<file path="config.mk">
export PLATFORM = sky130hd
export DESIGN_NAME = data_unpack_arb
export DESIGN_NICKNAME = d
export VERILOG_FILES = /design/src/rtl/data_unpack_pkg.sv /design/src/rtl/data_unpack_arb_rr_pick.sv /design/src/rtl/data_unpack_arb.sv
export SDC_FILE = /design/constraint.sdc
export NUM_CORES = 1
export LEC_CHECK = 0
export CAP_MARGIN = 10
export CORE_ASPECT_RATIO = 0.7
export CORE_MARGIN = 1
export CORE_UTILIZATION = 37
export CTS_BUF_LIST = sky130_fd_sc_hd__clkbuf_16
export CTS_CLUSTER_DIAMETER = 150
export DETAILED_ROUTE_END_ITERATION = 10
export PLACE_DENSITY = 0.81
export SYNTH_ARGS = -nofsm -noshare
export SYNTH_HDL_FRONTEND = slang
export SYNTH_SLANG_ARGS = --single-unit
</file>
<file path="constraint.sdc">
create_clock -name clk -period 2.52 [get_ports clk]
set_input_delay 0.504 -clock clk [delete_from_list [all_inputs] [get_ports clk]]
set_output_delay 0.504 -clock clk [all_outputs]
set_load 0.005 [all_outputs]
</file>
<file path="src/rtl/data_unpack_pkg.sv">
`default_nettype none
// ----------------------------------------------------------------------------
// data_unpack_pkg : shared types and constants for the data_unpack arbiter
// Revision 1.0
// ----------------------------------------------------------------------------
package data_unpack_pkg;

  localparam int DEF_DATA_W = 32;

  typedef enum logic [0:0] {
    IDLE   = 1'b0,
    LOCKED = 1'b1
  } arb_state_t;

  localparam int ERR_PROTO   = 0;
  localparam int ERR_TIMEOUT = 1;

endpackage
`default_nettype wire

</file>
<file path="src/rtl/data_unpack_arb_rr_pick.sv">
`default_nettype none
// ----------------------------------------------------------------------------
// rr_pick : combinational round-robin picker, search starts at last_i+1
// Revision 1.0
// ----------------------------------------------------------------------------
module rr_pick #(
  parameter int N_REQ = 4
) (
  input  logic [N_REQ-1:0]         req_i,
  input  logic [$clog2(N_REQ)-1:0] last_i,
  output logic                     found_o,
  output logic [$clog2(N_REQ)-1:0] idx_o
);

  localparam int GW = $clog2(N_REQ);

  logic [GW-1:0] w_cand;

  // Walk from the farthest candidate to the nearest so the nearest hit wins.
  always_comb begin
    found_o = 1'b0;
    idx_o   = '0;
    w_cand  = '0;
    for (int k = N_REQ; k >= 1; k--) begin
      w_cand = GW'((int'(last_i) + k) % N_REQ);
      if (req_i[w_cand]) begin
        found_o = 1'b1;
        idx_o   = w_cand;
      end
    end
  end

endmodule
`default_nettype wire

</file>
<file path="src/rtl/data_unpack_arb.sv">
`default_nettype none
// ----------------------------------------------------------------------------
// data_unpack_arb : packet-locked round-robin arbiter in front of data_unpack
// Revision 1.0
// ----------------------------------------------------------------------------
module data_unpack_arb
  import data_unpack_pkg::*;
#(
  parameter int N_REQ   = 4,
  parameter int DATA_W  = DEF_DATA_W,
  parameter int TIMEOUT = 64
) (
  input  logic                             clk,
  input  logic                             rst,
  input  logic [N_REQ-1:0]                 req_valid_in,
  input  logic [N_REQ-1:0][DATA_W-1:0]     req_data_in,
  input  logic [N_REQ-1:0]                 req_sop_in,
  input  logic [N_REQ-1:0]                 req_eop_in,
  output logic [N_REQ-1:0]                 req_ready_out,
  output logic                             unp_valid_out,
  output logic [DATA_W-1:0]                unp_data_out,
  output logic                             unp_sop_out,
  output logic                             unp_eop_out,
  input  logic                             unp_ready_in,
  output logic [$clog2(N_REQ)-1:0]         grant_out,
  output logic                             locked_out,
  output logic [1:0]                       err_out
);

  localparam int GW   = $clog2(N_REQ);
  localparam int WD_W = (TIMEOUT > 0) ? $clog2(TIMEOUT + 1) : 1;
  localparam logic [WD_W-1:0] WD_LAST = (TIMEOUT > 0) ? WD_W'(TIMEOUT - 1) : '0;

  arb_state_t          state_q;
  logic [GW-1:0]       grant_q;
  logic [GW-1:0]       last_grant_q;
  logic                first_q;
  logic [WD_W-1:0]     wd_q;
  logic                out_valid_q;
  logic [DATA_W-1:0]   out_data_q;
  logic                out_sop_q;
  logic                out_eop_q;
  logic [1:0]          err_q;

  logic                w_found;
  logic [GW-1:0]       w_winner;
  logic                w_slot_free;
  logic                w_owner_valid;
  logic                w_accept;
  logic                w_wd_expire;

  rr_pick #(
    .N_REQ (N_REQ)
  ) u_pick (
    .req_i   (req_valid_in),
    .last_i  (last_grant_q),
    .found_o (w_found),
    .idx_o   (w_winner)
  );

  assign w_slot_free   = !out_valid_q || unp_ready_in;
  assign w_owner_valid = req_valid_in[grant_q];
  assign w_accept      = (state_q == LOCKED) && w_owner_valid && w_slot_free;
  // Expiry needs an idle owner, so an accepted beat always takes precedence.
  assign w_wd_expire   = (TIMEOUT > 0) && (state_q == LOCKED) && !w_owner_valid
                         && (wd_q == WD_LAST);

  always_comb begin
    req_ready_out = '0;
    if (state_q == LOCKED) req_ready_out[grant_q] = w_slot_free;
  end

  always_ff @(posedge clk) begin
    if (!rst) begin
      state_q      <= IDLE;
      grant_q      <= '0;
      last_grant_q <= GW'(N_REQ - 1);
      first_q      <= 1'b0;
      wd_q         <= '0;
      out_valid_q  <= 1'b0;
      out_data_q   <= '0;
      out_sop_q    <= 1'b0;
      out_eop_q    <= 1'b0;
      err_q        <= '0;
    end else begin
      if (w_accept) begin
        out_valid_q <= 1'b1;
        out_data_q  <= req_data_in[grant_q];
        out_sop_q   <= req_sop_in[grant_q];
        out_eop_q   <= req_eop_in[grant_q];
      end else if (unp_ready_in) begin
        out_valid_q <= 1'b0;
      end

      case (state_q)
        IDLE: begin
          if (w_found) begin
            grant_q <= w_winner;
            first_q <= 1'b1;
            wd_q    <= '0;
            state_q <= LOCKED;
          end
        end
        LOCKED: begin
          if (w_accept) begin
            wd_q    <= '0;
            first_q <= 1'b0;
            if (req_sop_in[grant_q] && !first_q) err_q[ERR_PROTO] <= 1'b1;
            if (req_eop_in[grant_q]) begin
              state_q      <= IDLE;
              last_grant_q <= grant_q;
            end
          end else if (w_wd_expire) begin
            err_q[ERR_TIMEOUT] <= 1'b1;
            wd_q               <= '0;
            state_q            <= IDLE;
            last_grant_q       <= grant_q;
          end else if ((TIMEOUT > 0) && !w_owner_valid) begin
            wd_q <= wd_q + WD_W'(1);
          end
        end
        default: state_q <= IDLE;
      endcase
    end
  end

  assign unp_valid_out = out_valid_q;
  assign unp_data_out  = out_data_q;
  assign unp_sop_out   = out_sop_q;
  assign unp_eop_out   = out_eop_q;
  assign grant_out     = grant_q;
  assign locked_out    = (state_q == LOCKED);
  assign err_out       = err_q;

endmodule
`default_nettype wire

</file>
==> flow_metrics.tcl <==
set metrics [dict create \
    status "finished clean" \
    synth_edf_count 0 \
    ir_drop_mv 0.342 \
    whs_path_depth 2 \
    hp-class "reg2reg" \
    place_ws_ns 0.0652 \
    worstPathMaxFanout 3 \
    fin_area_mm2 0.00504 \
    post-route-period-util_pct 95.2 \
    synth_top_flop_cell "dfxtp_1" \
    syn_area_per_cell_um2 9.52 \
    synth.cell_area_mm2 0.00286 \
    dr.first_iter.drc_count 100 \
    cts_sinks 50 \
    synthSimpleGateAreaFrac_pct 19.3 \
    htree_levels 2 \
    drc_errors 0 \
    power_mw 2.38 \
    finalHoldViolCount 0 \
    holdWs_ns 0.442 \
    crit_path_end "req_ready_out[0]" \
    slew_violations 0 \
    fin_ws_ns 0.120 \
    crit_type "in2out" \
    rsz0062_at_grt "false" \
    io-pin-count 187 \
    synth_xor_area_share_pct 0 \
    clock_tree.buffer_depth 2 \
    p_per_area_mw_per_mm2 472 \
    rrSetupSlack_ns 0.50 \
    setup-tns-final_ns 0 \
    worstHoldStart "wd_q[6]" \
    finalClockSkew_ns 0.00407 \
    worstMarginPinSlew_ns 0.392 \
    grt_pass1_wl_mm 13.8 \
    final-setup-viol-count 0 \
    ys_warn_count 0 \
    fmax_ghz 0.417 \
    core_area_mm2 0.00738 \
    hpwlAfterDp_mm 7.57 \
    relSlewSlack_pct 73.9 \
    place_area_mm2 0.00488 \
    die_x_um 107 \
    rows 26 \
    clockRootBuffer "clkbuf_16" \
    wirelength_mm 9.23 \
    postCtsSetupBuffers 0 \
    reg2reg_from "grant_out[0]" \
    min_period_ns 2.40 \
    route.vias.total 3059 \
    start_util_pct 38.7 \
    die_area_mm2 0.00808 \
    synth_compound_area_share_pct 12.8 \
    synth_seq_cells 50 \
    rr_worst_depth 4 \
    antenna_found_initial 0 \
    hold_buffers 0 \
    synth_cell_types 42 \
    synthCells 300 \
    syn2layout_area_growth_pct 76.6 \
    avgViaCountPerCell 5.20 \
    nets 633 \
    nFillCells 611 \
    grt_max_degree 25 \
    synth_top_family_by_area "multiplexers" \
    cts_buffers 5 \
    drv_cap 0 \
    multiInputGateArea_mm2 0.00172 \
    global_route.usage.total_pct 22.2 \
    critPathLaunchType "input pin" \
    drive_gt1_share_pct 14.1 \
    seq_area_mm2 0.00100 \
    r2r_end "wd_q[3]" \
    io_buffer_count 186 \
    dieHeight_um 75.5 \
    synthMuxAreaShare_pct 27.6 \
    synthArstFlopShare_pct 0 \
    cts_tree "done" \
    clk_pin_slew_worst_paths_ns 0.06 \
    clock_latency_ns 0.28 \
    finish.utilization_pct 68.3 \
    yosys.area_share.adder_pct 0.438 \
    crit_start "unp_ready_in" \
    arrival_ns 1.90 \
    numPlacedInstances 580 \
    cp-end-kind "primary output" \
    grt_overflow 0 \
    ant_nets 0 \
    syn-num-nets 444 \
    diodes 0 \
    wl_per_cell_um 15.7 \
    crit_required_ns 2.02 \
    drtPass1Iterations 4 \
    routabilityCongestion 0.902 \
    final_cells 588 \
    grt_pass1_vias 3016 \
    post_cts_resized 0 \
    leakage_nw 1.77 \
    seq_area_frac_synth_pct 35.1 \
]
## kinds of logic (layout without fill, tap and decap cells)
| group | after synthesis | in the layout |
|---|---|---|
| AOI/OAI and AO/OA | 63 | 63 |
| adders and majority gates | 1 | 1 |
| buffers and inverters | 30 | 220 |
| DFF | 50 | 50 |
| muxes | 35 | 35 |
| and+or+nand+nor | 121 | 121 |
## worst min-delay path by stage
stage                     endpoint  slack (ns)
after floorplan            wd_q[6]        0.41
after global placement     wd_q[6]        0.42
after detailed placement   wd_q[6]        0.43
after CTS                  wd_q[6]        0.45
after global routing       wd_q[6]        0.48
final                      wd_q[6]        0.44
## state kept, by name, summed over array words and instances (netlist names)
| register | cells |
|---|---|
| unp_sop_out | 1 |
| unp_data_out | 32 |
| unp_valid_out | 1 |
| last_grant_q | 2 |
| first_q | 1 |
| err_out | 2 |
| wd_q | 7 |
| locked_out | 1 |
| grant_out | 2 |
| unp_eop_out | 1 |
## final cells by class
| type | count | area share [%] |
|---|---|---|
| Clock buffer | 5 | 2.48 |
| Tap cell | 98 | 2.43 |
| Timing Repair Buffer | 206 | 39.9 |
| Sequential cell | 50 | 19.9 |
| Inverter | 6 | 0.447 |
| Multi-Input combinational cell | 220 | 34.1 |
| Clock inverter | 3 | 0.744 |
## layout by cell type (no fill, tap or decap), types with 2 or more instances in the layout
cell,netlist,routed
clkbuf_16,0,5
nand3_1,10,10
nand2_1,73,73
nor3_1,5,5
o21ai_0,6,6
dfxtp_2,0,2
and3_1,2,2
inv_1,5,7
clkdlybuf4s50_1,0,186
a21oi_1,43,43
nor2_1,14,14
o21a_1,2,2
nand2b_1,5,5
buf_4,0,20
dfxtp_1,50,48
mux4_2,35,35
## where the power goes
| group | switching [mW] | leakage [nW] | internal (mW) | total, mW |
|---|---|---|---|---|
| Clock | 0.268 | 0.0864 | 0.461 | 0.729 |
| Combinational | 0.276 | 1.28 | 0.493 | 0.768 |
| Sequential | 0.0375 | 0.408 | 0.847 | 0.885 |
| Total | 0.581 | 1.77 | 1.80 | 2.38 |
## synth_stat cells, types with 2 or more instances
cell type  instances  area share [%]
o21a_1             2            0.53
o21ai_0            6             1.1
buf_2              6             1.1
mux4_2            35              28
nor2_1            14             1.8
buf_1              3            0.39
dfxtp_1           50              35
inv_1              5            0.66
nor3_1             5            0.88
and3_1             2            0.44
nand2b_1           5             1.1
nand2_1           73             9.6
a21oi_1           43             7.5
nand3_1           10             1.8
buf_6              2            0.79
clkbuf_1          13             1.7
## routing by layer
metal | global-route usage (%) | wire length, um
met5 | 0 | 0
met1 | 25.8 | 3700
met3 | 4.19 | 723
met2 | 42.8 | 4690
met4 | 6.54 | 110
## critical path, cell delays in order
cell and delay (ns):
clkdlybuf4s50_1 0.48, nand2b_1 0.15, nand2_1 0.08, nor3_1 0.14
clkdlybuf4s50_1 0.54
No activity file was read; power rests on OpenSTA's default activity.
